### config.mk
export PLATFORM = sky130hd
export DESIGN_NAME = seg_scan_display
export DESIGN_NICKNAME = d
export VERILOG_FILES = /design/src/rtl/seg_scan_display.sv
export SDC_FILE = /design/constraint.sdc
export NUM_CORES = 1
export LEC_CHECK = 0
export ABC_AREA = 1
export BUFFER_PORTS_ARGS = -buffer_cell sky130_fd_sc_hd__buf_2
export CAP_MARGIN = 20
export CORE_MARGIN = 2
export CORE_UTILIZATION = 45
export CTS_CLUSTER_DIAMETER = 30
export DETAILED_ROUTE_END_ITERATION = 12
export PLACE_DENSITY = 0.68
export SLEW_MARGIN = 20
export SYNTH_ARGS = -nofsm -noshare
export SYNTH_HDL_FRONTEND = slang
export SYNTH_SLANG_ARGS = --single-unit
### constraint.sdc
create_clock -name Clk_in -period 3.8 [get_ports Clk_in]
set_input_delay 0.76 -clock Clk_in [delete_from_list [all_inputs] [get_ports Clk_in]]
set_output_delay 0.76 -clock Clk_in [all_outputs]
set_load 0.1 [all_outputs]
### src/rtl/seg_scan_display.sv
// -----------------------------------------------------------------------------
// seg_scan_display
//
// Drives an 8-digit, common-anode, multiplexed seven-segment display. It shows
// the low 16 bits of two pipeline debug buses as two groups of four hex digits:
// NumberA on the left group (digits 7..4) and NumberB on the right group
// (digits 3..0).
//
// The two values are captured once per frame, at the last cycle of digit 7.
// A frame therefore never mixes old and new data. Hold freezes the display by
// skipping that capture. With BLANK_LZ=1, leading zeros within each group are
// dark. The least significant digit of each group always shows.
//
// Ports
//   Clk_in   in   1   system clock
//   Rst      in   1   asynchronous, active-high reset
//   NumberA  in  32   WB write data; bits [15:0] are shown on digits 7..4
//   NumberB  in  32   IF PC;         bits [15:0] are shown on digits 3..0
//   Hold     in   1   1 = keep the current frame values at the next wrap
//   out7     out  7   segments, active-low, {g,f,e,d,c,b,a}
//   en_out   out  8   digit anodes, active-low one-hot, [7] = leftmost
//
// Parameters
//   REFRESH_DIV  cycles each digit stays selected (>= 2)
//   BLANK_LZ     1 = blank leading zero digits within each 4-digit group
// -----------------------------------------------------------------------------
module seg_scan_display #(
   parameter int REFRESH_DIV = 100000,
   parameter int BLANK_LZ    = 0
) (
   input  logic        Clk_in,
   input  logic        Rst,
   input  logic [31:0] NumberA,
   input  logic [31:0] NumberB,
   input  logic        Hold,
   output logic [6:0]  out7,
   output logic [7:0]  en_out
);

   localparam int CW = (REFRESH_DIV > 1) ? $clog2(REFRESH_DIV) : 1;
   localparam logic [CW-1:0] DIV_LAST = CW'(REFRESH_DIV - 1);

   logic [CW-1:0] div_cnt;
   logic [2:0]    dig_idx;
   logic [15:0]   latch_a;
   logic [15:0]   latch_b;

   // Only the low halves of the buses are displayed.
   logic unused_hi;
   assign unused_hi = ^{NumberA[31:16], NumberB[31:16]};

   logic slot_end;
   logic frame_end;
   assign slot_end  = (div_cnt == DIV_LAST);
   assign frame_end = slot_end && (dig_idx == 3'd7);

   // Active-low hex decode, {g,f,e,d,c,b,a}.
   function automatic logic [6:0] hex_to_seg(input logic [3:0] v);
      case (v)
         4'h0: hex_to_seg = 7'h40;
         4'h1: hex_to_seg = 7'h79;
         4'h2: hex_to_seg = 7'h24;
         4'h3: hex_to_seg = 7'h30;
         4'h4: hex_to_seg = 7'h19;
         4'h5: hex_to_seg = 7'h12;
         4'h6: hex_to_seg = 7'h02;
         4'h7: hex_to_seg = 7'h78;
         4'h8: hex_to_seg = 7'h00;
         4'h9: hex_to_seg = 7'h10;
         4'hA: hex_to_seg = 7'h08;
         4'hB: hex_to_seg = 7'h03;
         4'hC: hex_to_seg = 7'h46;
         4'hD: hex_to_seg = 7'h21;
         4'hE: hex_to_seg = 7'h06;
         default: hex_to_seg = 7'h0E;
      endcase
   endfunction

   // Select the nibble for the current digit. lead_zero is set when this
   // digit and every more-significant digit of its group are zero. The
   // lowest digit of a group (position 0) never counts as a leading zero.
   logic [15:0] grp;
   logic [3:0]  nib;
   logic        lead_zero;
   logic        blank;

   always_comb begin
      grp       = dig_idx[2] ? latch_a : latch_b;
      nib       = grp[3:0];
      lead_zero = 1'b0;
      case (dig_idx[1:0])
         2'd0: begin nib = grp[3:0];   lead_zero = 1'b0;                end
         2'd1: begin nib = grp[7:4];   lead_zero = (grp[15:4]  == '0); end
         2'd2: begin nib = grp[11:8];  lead_zero = (grp[15:8]  == '0); end
         default: begin nib = grp[15:12]; lead_zero = (grp[15:12] == '0); end
      endcase
      blank = (BLANK_LZ != 0) && lead_zero;
   end

   always_ff @(posedge Clk_in or posedge Rst) begin
      if (Rst) begin
         div_cnt <= '0;
         dig_idx <= 3'd0;
         latch_a <= 16'h0000;
         latch_b <= 16'h0000;
         out7    <= 7'h7F;
         en_out  <= 8'hFF;
      end else begin
         if (slot_end) begin
            div_cnt <= '0;
            dig_idx <= dig_idx + 3'd1;
         end else begin
            div_cnt <= div_cnt + CW'(1);
         end

         // Capture only at the frame boundary so a frame is never torn.
         if (frame_end && !Hold) begin
            latch_a <= NumberA[15:0];
            latch_b <= NumberB[15:0];
         end

         // Outputs follow the current digit and latches one cycle later.
         if (blank) begin
            out7   <= 7'h7F;
            en_out <= 8'hFF;
         end else begin
            out7   <= hex_to_seg(nib);
            en_out <= ~(8'b1 << dig_idx);
         end
      end
   end

endmodule

==> results of run 1 <==
-- power by group through the flow --
stage | combinational, mW | clock, mW | sequential [mW]
after detailed placement | 0.0440 | 0 | 0.727
after global routing | 0.0501 | 0.620 | 0.713
after CTS | 0.0441 | 0.583 | 0.714
after floorplan | 0.0200 | 0 | 0.727
final | 0.0421 | 0.564 | 0.714
after global placement | 0.0438 | 0 | 0.727
-- cell type report --
class / instances / area (sq um) / share of cell area (%)
Inverter: 73 / 274 / 6.76
Clock inverter: 1 / 5.00 / 0.123
Timing Repair Buffer: 51 / 260 / 6.42
Clock buffer: 15 / 186 / 4.60
Tap cell: 102 / 128 / 3.15
Sequential cell: 67 / 1700 / 41.8
Multi-Input combinational cell: 267 / 1500 / 37.1
-- routing by layer --
layer | global-route usage, % | wire [microns] | vias up
met5 | 0 | 0 | -
met4 | 5.15 | 90 | 0
met3 | 5.72 | 318 | 15
met2 | 25.6 | 2900 | 53
met1 | 23.6 | 3240 | 1260
li1 | - | - | 1385
-- synthesized netlist by cell type, types with 2 or more instances --
master     n  share of area, %
nand2_1  131                14
inv_1     71               7.4
dfrtp_1   52                36
o21ai_2   32               7.8
nand3_1   23               3.2
nor2_1    21               2.2
dfstp_2   15                11
ha_1      14               4.9
buf_6      8               2.5
o21ai_0    6              0.84
xor2_1     6               1.5
nand4_1    5              0.87
nor2_2     5              0.87
a21oi_1    4              0.56
buf_4      3              0.63
nor3_1     3              0.42
inv_2      2              0.21
nand2_2    2              0.35
nand3_2    2              0.56
nor4_4     2               1.2
-- kinds of logic (layout without fill, tap and decap cells) --
logic type | after synthesis | after routing | synth area share [%]
flip-flops | 67 | 67 | 47.3
AND/OR/NAND/NOR | 199 | 199 | 24.8
adder cells (fa/ha/maj) | 14 | 14 | 4.88
buffers and inverters | 84 | 140 | 10.8
XOR/XNOR | 7 | 7 | 1.71
AO/OA/AOI/OAI | 47 | 47 | 10.5
-- state kept, by name, summed over array words and instances, names as in the netlist --
signal / cells
dig_idx: 3
latch_b: 16
latch_a: 16
div_cnt: 17
en_out: 8
out7: 7
-- final timing paths --
| path | start | endpoint | slack (ns) | cells after the start |
|---|---|---|---|---|
| min in group asynchronous | Rst | div_cnt[15]$_DFF_PP0_ | 0.51 | 2 |
| worst min-delay path | div_cnt[0]$_DFF_PP0_ | div_cnt[0]$_DFF_PP0_ | 0.47 | 1 |
| worst max register to register | dig_idx[2]$_DFFE_PP0N_ | out7[3]$_DFF_PP1_ | 1.26 | 12 |
| max in group asynchronous | Rst | latch_b[13]$_DFFE_PP0P_ | 2.55 | 3 |
| worst max-delay path | dig_idx[2]$_DFFE_PP0N_ | out7[3]$_DFF_PP1_ | 1.26 | 12 |
| worst min register to register | div_cnt[0]$_DFF_PP0_ | div_cnt[0]$_DFF_PP0_ | 0.47 | 1 |
==> results.cfg, run 1 <==
[status]
outcome = completed

[timing]
max_slew.worst_pin.slew_ns = 0.865
fin_skew_ns = 0.00771
tns_ns = 0
slew-limit-headroom_pct = 42.4
rsz0062_at_grt = false
finalHoldViolCount = 0
period_needed_ns = 2.54
hold_slack_ns = 0.471
drv_slew = 0
fmax_mhz = 394
layout_setup_ws_ns = 1.26
final-setup-viol-count = 0
post-route-period-util_pct = 66.8

[clock_network]
cts_resized = 0
cts_max_path_buffers = 2
h-tree-depth = 3
clkLatencyLatePin_ns = 0.34
clk_pin_slew_ns = 0.07
postCtsSetupRepairBufs = 0
cts_root_buf = clkbuf_8
cts_hold_buffers = 0
cts_buffers = 9
cts_sinks = 67
cts_tree = built

[layout]
layout_commonest_cell = nand2_1
final_core_util_pct = 52.4
synthToLayoutAreaGrowth_pct = 13.0
layoutNonFillerInstCount = 576
final_cell_mix = nand2_1 (131), inv_1 (70), dfrtp_1 (52), buf_2 (49), o21ai_2 (32)
final_nets = 550
fillers = 756
drive_gt1_share_pct = 27.6
n_antenna_cell = 0
final_area_sq_mm = 0.00405

[global_routing]
grt_pass1_wl_mm = 11.8
antenna_found_initial = 0
grt_use_total_pct = 17.1
grt_remaining_overflow = 0
grt_max_degree = 65
grt_pass1_vias = 2582

[synthesis]
avgSynthCellArea_sq_um = 8.58
synth_cell_types = 31
ys.flop_type = dfrtp_1
netlist_instances = 418
synth_edf_count = 0
synth_nets = 499
synth.ff_latch_count = 67
yosysWarnings = 0
synth_area_sq_mm = 0.00359
ys_seq_area_share_pct = 47.3
synthArstFlopShare_pct = 100

[flow_run]
maxCapViolCount = 0

[routing]
wire_per_inst_microns = 11.4
wl_mm = 6.55
ant_nets = 0
vias_per_cell = 4.71
drt_pass1_iterations = 4
drtIter0Drc = 119
drc = 0
vias = 2713

[power]
p_int_mw = 1.04
p_leak_nw = 2.17
p_per_area_mw_per_mm2 = 326
seqPwrFrac_pct = 54.1
switching_share_pct = 21.4
power_mw = 1.32
ir_drop_uv = 219
comb_power_share_pct = 3.2
switching_power_mw = 0.282
clockPowerShare_pct = 42.7

[critical_path]
cp.arrival_ns = 2.80
cp_slowest_cell = dfrtp_1
critPathTopFamily = flip-flops
start_kind = flip-flop
worst-path-buf-inv = 2
slowest_delay_ns = 0.79
worst-setup-path-type = reg -> reg
crit_required_ns = 4.07
cp-end-kind = flip-flop
worstPathCellList = inv_2 > nand2_1 > nand2_1 > nand2_1 > nand3_1 > a21oi_2 > inv_1 > ha_1 > nand2_1 > nand2_1 > nand2_1 > nand2_1
crit_top_cell = nand2_1
crit_fanout = 20

[place]
io_buffer_count = 49
place_worst_setup_slack_ns = 1.26
dpl_cell_area_sq_mm = 0.00386
place.gp.congestion = 0.845
dp_cells = 560
dp_hpwl_mm = 4.72

[floorplanning]
start_util_pct = 46.4
die_area_sq_mm = 0.00870
die_h_microns = 93.3
io_pins = 82
rows = 32
floorplan.core_area_sq_mm = 0.00773
dieWidth_microns = 93.3

[hold_path]
hold_path.class = reg -> reg
Note: power is estimated with default switching activity, not from simulation.
==> run 2: changes to the inputs <==
==> constraint.sdc (replaced) <==
create_clock -name Clk_in -period 2.55 [get_ports Clk_in]
set_input_delay 0.51 -clock Clk_in [delete_from_list [all_inputs] [get_ports Clk_in]]
set_output_delay 0.51 -clock Clk_in [all_outputs]
set_load 0.1 [all_outputs]
==> run 2 against run 1 <==
  * Sequential cell count unchanged
  * Global-route usage rose by 0.38 points
  * Routed wire length rose by 3.2%
  * First-iteration DRC count is 11% higher
  * Combinational power is 51% higher
  * Via count shrank 1.7%
  * Clock power rose by 30%
  * Non-clock buffer count grew 2
  * Worst setup slack worse by 0.79 ns
  * Worst hold slack worse by 0.25 ns
  * Critical path depth fell by 1
  * Clock-buffer cell count shrank 2
  * Critical path type unchanged
  * Critical endpoint is now out7[6]$_DFF_PP1_
  * Largest cell class unchanged
==> results.cfg, run 2 (synthesized netlist as in run 1, its figures left out) <==
[layout]
drive_gt1_share_pct = 27.5
final_cell_mix = nand2_1 (131), inv_1 (70), dfrtp_1 (52), buf_2 (49), o21ai_2 (32)
fillers = 729
synthToLayoutAreaGrowth_pct = 12.4
multi_input_area_sq_mm = 0.00150
final_nets = 552
reg.largest.list = div_cnt x17, latch_a x16, latch_b x16
n_antenna_cell = 0
largest_reg_flops = 17
regArea_sq_mm = 0.00170
layout_commonest_cell = nand2_1
regMostFlops = div_cnt

[clock_network]
cts_root_buf = clkbuf_8
cts_resized = 0
cts_tree = built
clkLatencyLatePin_ns = 0.35
cts_buffers = 9
h-tree-depth = 3
cts_sinks = 67
postCtsSetupRepairBufs = 0
cts_hold_buffers = 0
cts_max_path_buffers = 2
clk_pin_slew_ns = 0.07

[timing]
fmax_mhz = 481
post-route-period-util_pct = 81.5
fin_skew_ns = 0.00947
rsz0062_at_grt = false
drv_slew = 0
final-setup-viol-count = 0
max_slew.worst_pin.slew_ns = 0.774
hold_slack_ns = 0.218
slew-limit-headroom_pct = 48.4
tns_ns = 0
finalHoldViolCount = 0
period_needed_ns = 2.08

[global_routing]
grt_pass1_vias = 2613
grt_pass1_wl_mm = 11.9
grt_remaining_overflow = 0
grt_max_degree = 65
antenna_found_initial = 0
grt_use_total_pct = 17.5

[critical_path]
r2r-start = dig_idx[0]$_DFFE_PP0N_
start_kind = flip-flop
r2r_slack_ns = 0.47
cp.arrival_ns = 2.35
crit_fanout = 6
crit_required_ns = 2.82
regToRegEndpoint = out7[6]$_DFF_PP1_
worst_r2r_path_depth = 11
worst-setup-path-type = reg -> reg
cp-end-kind = flip-flop

[floorplanning]
die_area_sq_mm = 0.00870
floorplan.core_area_sq_mm = 0.00773
rows = 32
io_pins = 82
start_util_pct = 46.4
dieWidth_microns = 93.3
die_h_microns = 93.3

[power]
ir_drop_uv = 287
comb_power_share_pct = 3.4
switching_share_pct = 22.8
clockPowerShare_pct = 39.4
seqPwrFrac_pct = 57.2
p_leak_nw = 2.16
switching_power_mw = 0.424
p_int_mw = 1.44
p_per_area_mw_per_mm2 = 462

[routing]
vias = 2668
vias_per_cell = 4.62
drc = 0
wl_mm = 6.76
drtIter0Drc = 132
wire_per_inst_microns = 11.7
ant_nets = 0
drt_pass1_iterations = 4

[place]
place.gp.congestion = 0.813
io_buffer_count = 49
dp_hpwl_mm = 4.95

[flow_run]
maxCapViolCount = 0

[hold_path]
hold_path.class = in -> async

[status]
outcome = completed
[run 2: cell types whose count changed in the layout (fill, tap and decap cells not counted), sizes merged]
cell and delta:
buf +2, clkinv +2, clkbuf -2
[run 2: metrics by stage]
stage	setup WS (ns)	utilization, %	area, sq um	instances	power [mW]
global placement	0.564	50.2	3880	562	1.15
CTS	0.474	52.2	4030	578	1.89
global route	0.247	52.2	4030	578	1.93
detailed placement	0.492	50.2	3880	562	1.15
finish	0.472	52.2	4030	578	1.86
floorplan	0.382	-	3590	418	1.11
[run 2: routing by layer]
metal	global-route usage (%)	up-vias	wire length, microns
li1	-	1386	-
met1	23.5	1222	3310
met2	27.6	51	3120
met3	5.24	9	261
met4	4.78	0	69
met5	0	-	0
[run 2: final cells by class]
class | instances | share of cell area (%)
Tap cell | 102 | 3.17
Clock buffer | 13 | 3.45
Inverter | 73 | 6.80
Sequential cell | 67 | 42.1
Multi-Input combinational cell | 267 | 37.3
Clock inverter | 3 | 0.373
Timing Repair Buffer | 53 | 6.83
[run 2: power by group through the flow]
stage,clock network [mW],registers (mW),logic (mW)
6_report,0.733,1.06,0.0635
5_1_grt,0.794,1.06,0.0758
2_1_floorplan,0,1.08,0.0298
4_1_cts,0.755,1.06,0.0669
3_3_place_gp,0,1.08,0.0654
3_5_place_dp,0,1.08,0.0668
[run 2: how the worst max path moves through the flow]
| stage | startpoint | to | slack (ns) | depth (start not counted) |
|---|---|---|---|---|
| detailed placement | dig_idx[0]$_DFFE_PP0N_ | out7[6]$_DFF_PP1_ | 0.49 | 11 |
| finish | dig_idx[0]$_DFFE_PP0N_ | out7[6]$_DFF_PP1_ | 0.47 | 11 |
| CTS | dig_idx[0]$_DFFE_PP0N_ | out7[6]$_DFF_PP1_ | 0.47 | 11 |
| floorplan | Rst | dig_idx[0]$_DFFE_PP0N_ | 0.38 | 1 |
| global placement | dig_idx[0]$_DFFE_PP0N_ | out7[6]$_DFF_PP1_ | 0.56 | 11 |
| global route | dig_idx[0]$_DFFE_PP0N_ | out7[6]$_DFF_PP1_ | 0.25 | 11 |
[run 2: worst max-delay path: stages (launching register included)]
cell and delay, ns:
dfrtp_1 0.41, inv_1 0.10, ha_1 0.31, nand2_1 0.12
nand3_1 0.11, a21oi_2 0.29, inv_1 0.15, ha_1 0.24
nand2_1 0.11, nand2_1 0.06, nand2_1 0.05, nand2_1 0.05
==> run 3: changes to the inputs <==
==> constraint.sdc (replaced) <==
create_clock -name Clk_in -period 2 [get_ports Clk_in]
set_input_delay 0.4 -clock Clk_in [delete_from_list [all_inputs] [get_ports Clk_in]]
set_output_delay 0.4 -clock Clk_in [all_outputs]
set_load 0.1 [all_outputs]
==> run 3 against run 2 <==
  * Worst hold slack got worse by 0.084 ns
  * Non-clock buffer count grew 8
  * Critical endpoint is now out7[0]$_DFF_PP1_
  * Worst setup slack lost 0.37 ns
  * Largest power group unchanged
  * Register-to-register slack worse by 0.37 ns
  * Critical path type unchanged
==> results.cfg, run 3 (synthesized netlist as in run 1, its figures left out) <==
[power]
p_per_area_mw_per_mm2 = 615
switching_power_mw = 0.555
clockPowerShare_pct = 44.4
ir_drop_uv = 406
p_int_mw = 2.03
power_mw = 2.59
p_leak_nw = 2.23
seqPwrFrac_pct = 52.4
comb_power_share_pct = 3.2
switching_share_pct = 21.5

[routing]
drtIter0Drc = 122
wire_per_inst_microns = 12.0
drc = 0
drt_pass1_iterations = 4
wl_mm = 7.02
vias_per_cell = 4.74
vias = 2776
ant_nets = 0

[layout]
regMostFlops = div_cnt
reg.largest.list = div_cnt x17, latch_a x16, latch_b x16
synthToLayoutAreaGrowth_pct = 17.3
layout_commonest_cell = nand2_1
drive_gt1_share_pct = 31.0
n_antenna_cell = 0
final_area_sq_mm = 0.00421
final_cell_mix = nand2_1 (130), inv_1 (66), dfrtp_1 (52), buf_2 (49), o21ai_2 (32)
final_nets = 560
largest_reg_flops = 17

[clock_network]
clkLatencyLatePin_ns = 0.35
cts_buffers = 9
cts_sinks = 67
cts_tree = built
clk_pin_slew_ns = 0.07
h-tree-depth = 3
cts_hold_buffers = 0
cts_max_path_buffers = 2
cts_root_buf = clkbuf_8

[timing]
max_slew.worst_pin.slew_ns = 0.499
period_needed_ns = 1.90
fin_skew_ns = 0.00765
fmax_mhz = 528
drv_slew = 0
post-route-period-util_pct = 94.8
tns_ns = 0
final-setup-viol-count = 0
finalHoldViolCount = 0
slew-limit-headroom_pct = 66.5

[floorplanning]
start_util_pct = 46.4
dieWidth_microns = 93.3
rows = 32
floorplan.core_area_sq_mm = 0.00773
io_pins = 82
die_area_sq_mm = 0.00870
die_h_microns = 93.3

[global_routing]
grt_pass1_vias = 2631
grt_pass1_wl_mm = 12.0
grt_use_total_pct = 17.8
antenna_found_initial = 0
grt_max_degree = 68
grt_remaining_overflow = 0

[critical_path]
start_kind = flip-flop
worst-path-buf-inv = 3
cp-end-kind = flip-flop
crit_required_ns = 2.30
cp_slowest_cell = dfrtp_1
slowest_delay_ns = 0.43
worstPathCellList = buf_4 > ha_4 > nand2_1 > nand3_2 > a21oi_4 > buf_4 > buf_4 > ha_1 > nand2_1 > nand2_1 > nand2_1 > nand2_1
worst-setup-path-type = reg -> reg
cp.arrival_ns = 2.19
critPathTopFamily = flip-flops
crit_top_cell = nand2_1
crit_fanout = 6

[place]
io_buffer_count = 49
dpl_cell_area_sq_mm = 0.00393
place.gp.congestion = 0.838
dp_hpwl_mm = 4.83

[hold_path]
hold_path.class = in -> async

[flow_run]
maxCapViolCount = 0

[status]
outcome = completed
==> run 3: cell count changes in the layout (fill, tap and decap cells not counted), sizes merged <==
cell | previous run | this run
clkinvlp | 0 | 1
clkinv | 3 | 1
inv | 73 | 72
clkbuf | 13 | 14
bufinv | 0 | 1
buf | 53 | 61
==> run 3: stage by stage <==
step / hold slack (ns) / setup slack, ns / util (%) / instances
floorplan: 0.433 / 0.263 / - / 418
global placement: 0.449 / 0.0664 / 50.8 / 565
detailed placement: 0.468 / -0.00625 / 50.8 / 565
CTS: 0.144 / 0.0146 / 53.5 / 581
global route: 0.165 / -0.0280 / 54.5 / 586
finish: 0.135 / 0.104 / 54.5 / 586
==> run 3: path summary, 6_finish.rpt <==
kind | endpoint | cells after the start | slack [ns] | start
worst max-delay path | out7[0]$_DFF_PP1_ | 12 | 0.10 | dig_idx[0]$_DFFE_PP0N_
worst min-delay path | latch_b[11]$_DFFE_PP0P_ | 3 | 0.13 | Rst
min in group Clk_in | latch_b[13]$_DFFE_PP0P_ | 3 | 0.28 | NumberB[13]
max in group asynchronous | out7[3]$_DFF_PP1_ | 3 | 1.54 | Rst
worst min register to register | div_cnt[0]$_DFF_PP0_ | 1 | 0.47 | div_cnt[0]$_DFF_PP0_
worst max register to register | out7[0]$_DFF_PP1_ | 12 | 0.10 | dig_idx[0]$_DFFE_PP0N_
==> run 3: tightest hold or removal path: stages <==
cell        delay [ns]
buf_2             0.11
clkinvlp_4        0.07
buf_12            0.30
==> run 3: what timing repair did <==
item / in CTS / in global routing
pin swaps: 0 / 1
setup endpoints to repair: 3 / 7
buffers inserted: 0 / 5
gates resized for setup: 1 / 12
cloned: 0 / 0
==> run 3: power by group through the flow <==
| stage | registers [mW] | logic, mW | clock network [mW] |
|---|---|---|---|
| global route | 1.36 | 0.0961 | 1.23 |
| CTS | 1.36 | 0.0868 | 1.18 |
| global placement | 1.38 | 0.0852 | 0 |
| floorplan | 1.38 | 0.0384 | 0 |
| finish | 1.36 | 0.0830 | 1.15 |
| detailed placement | 1.38 | 0.0867 | 0 |
==> run 3: layout make-up <==
class	count	area (sq um)
Tap cell	102	128
Fill cell	754	3520
Sequential cell	67	1700
Clock inverter	2	35.0
Multi-Input combinational cell	267	1550
Inverter	73	278
Timing Repair Buffer	61	360
Clock buffer	14	163
==> run 3: per-layer routing <==
metal  global-route usage [%]  share of wire, %  up-vias
met5                        0                 0        -
met4                     8.46               1.9        0
met3                     4.35               4.9       13
met2                     26.4                46       60
met1                     24.4                47     1299
li1                         -                 -     1404
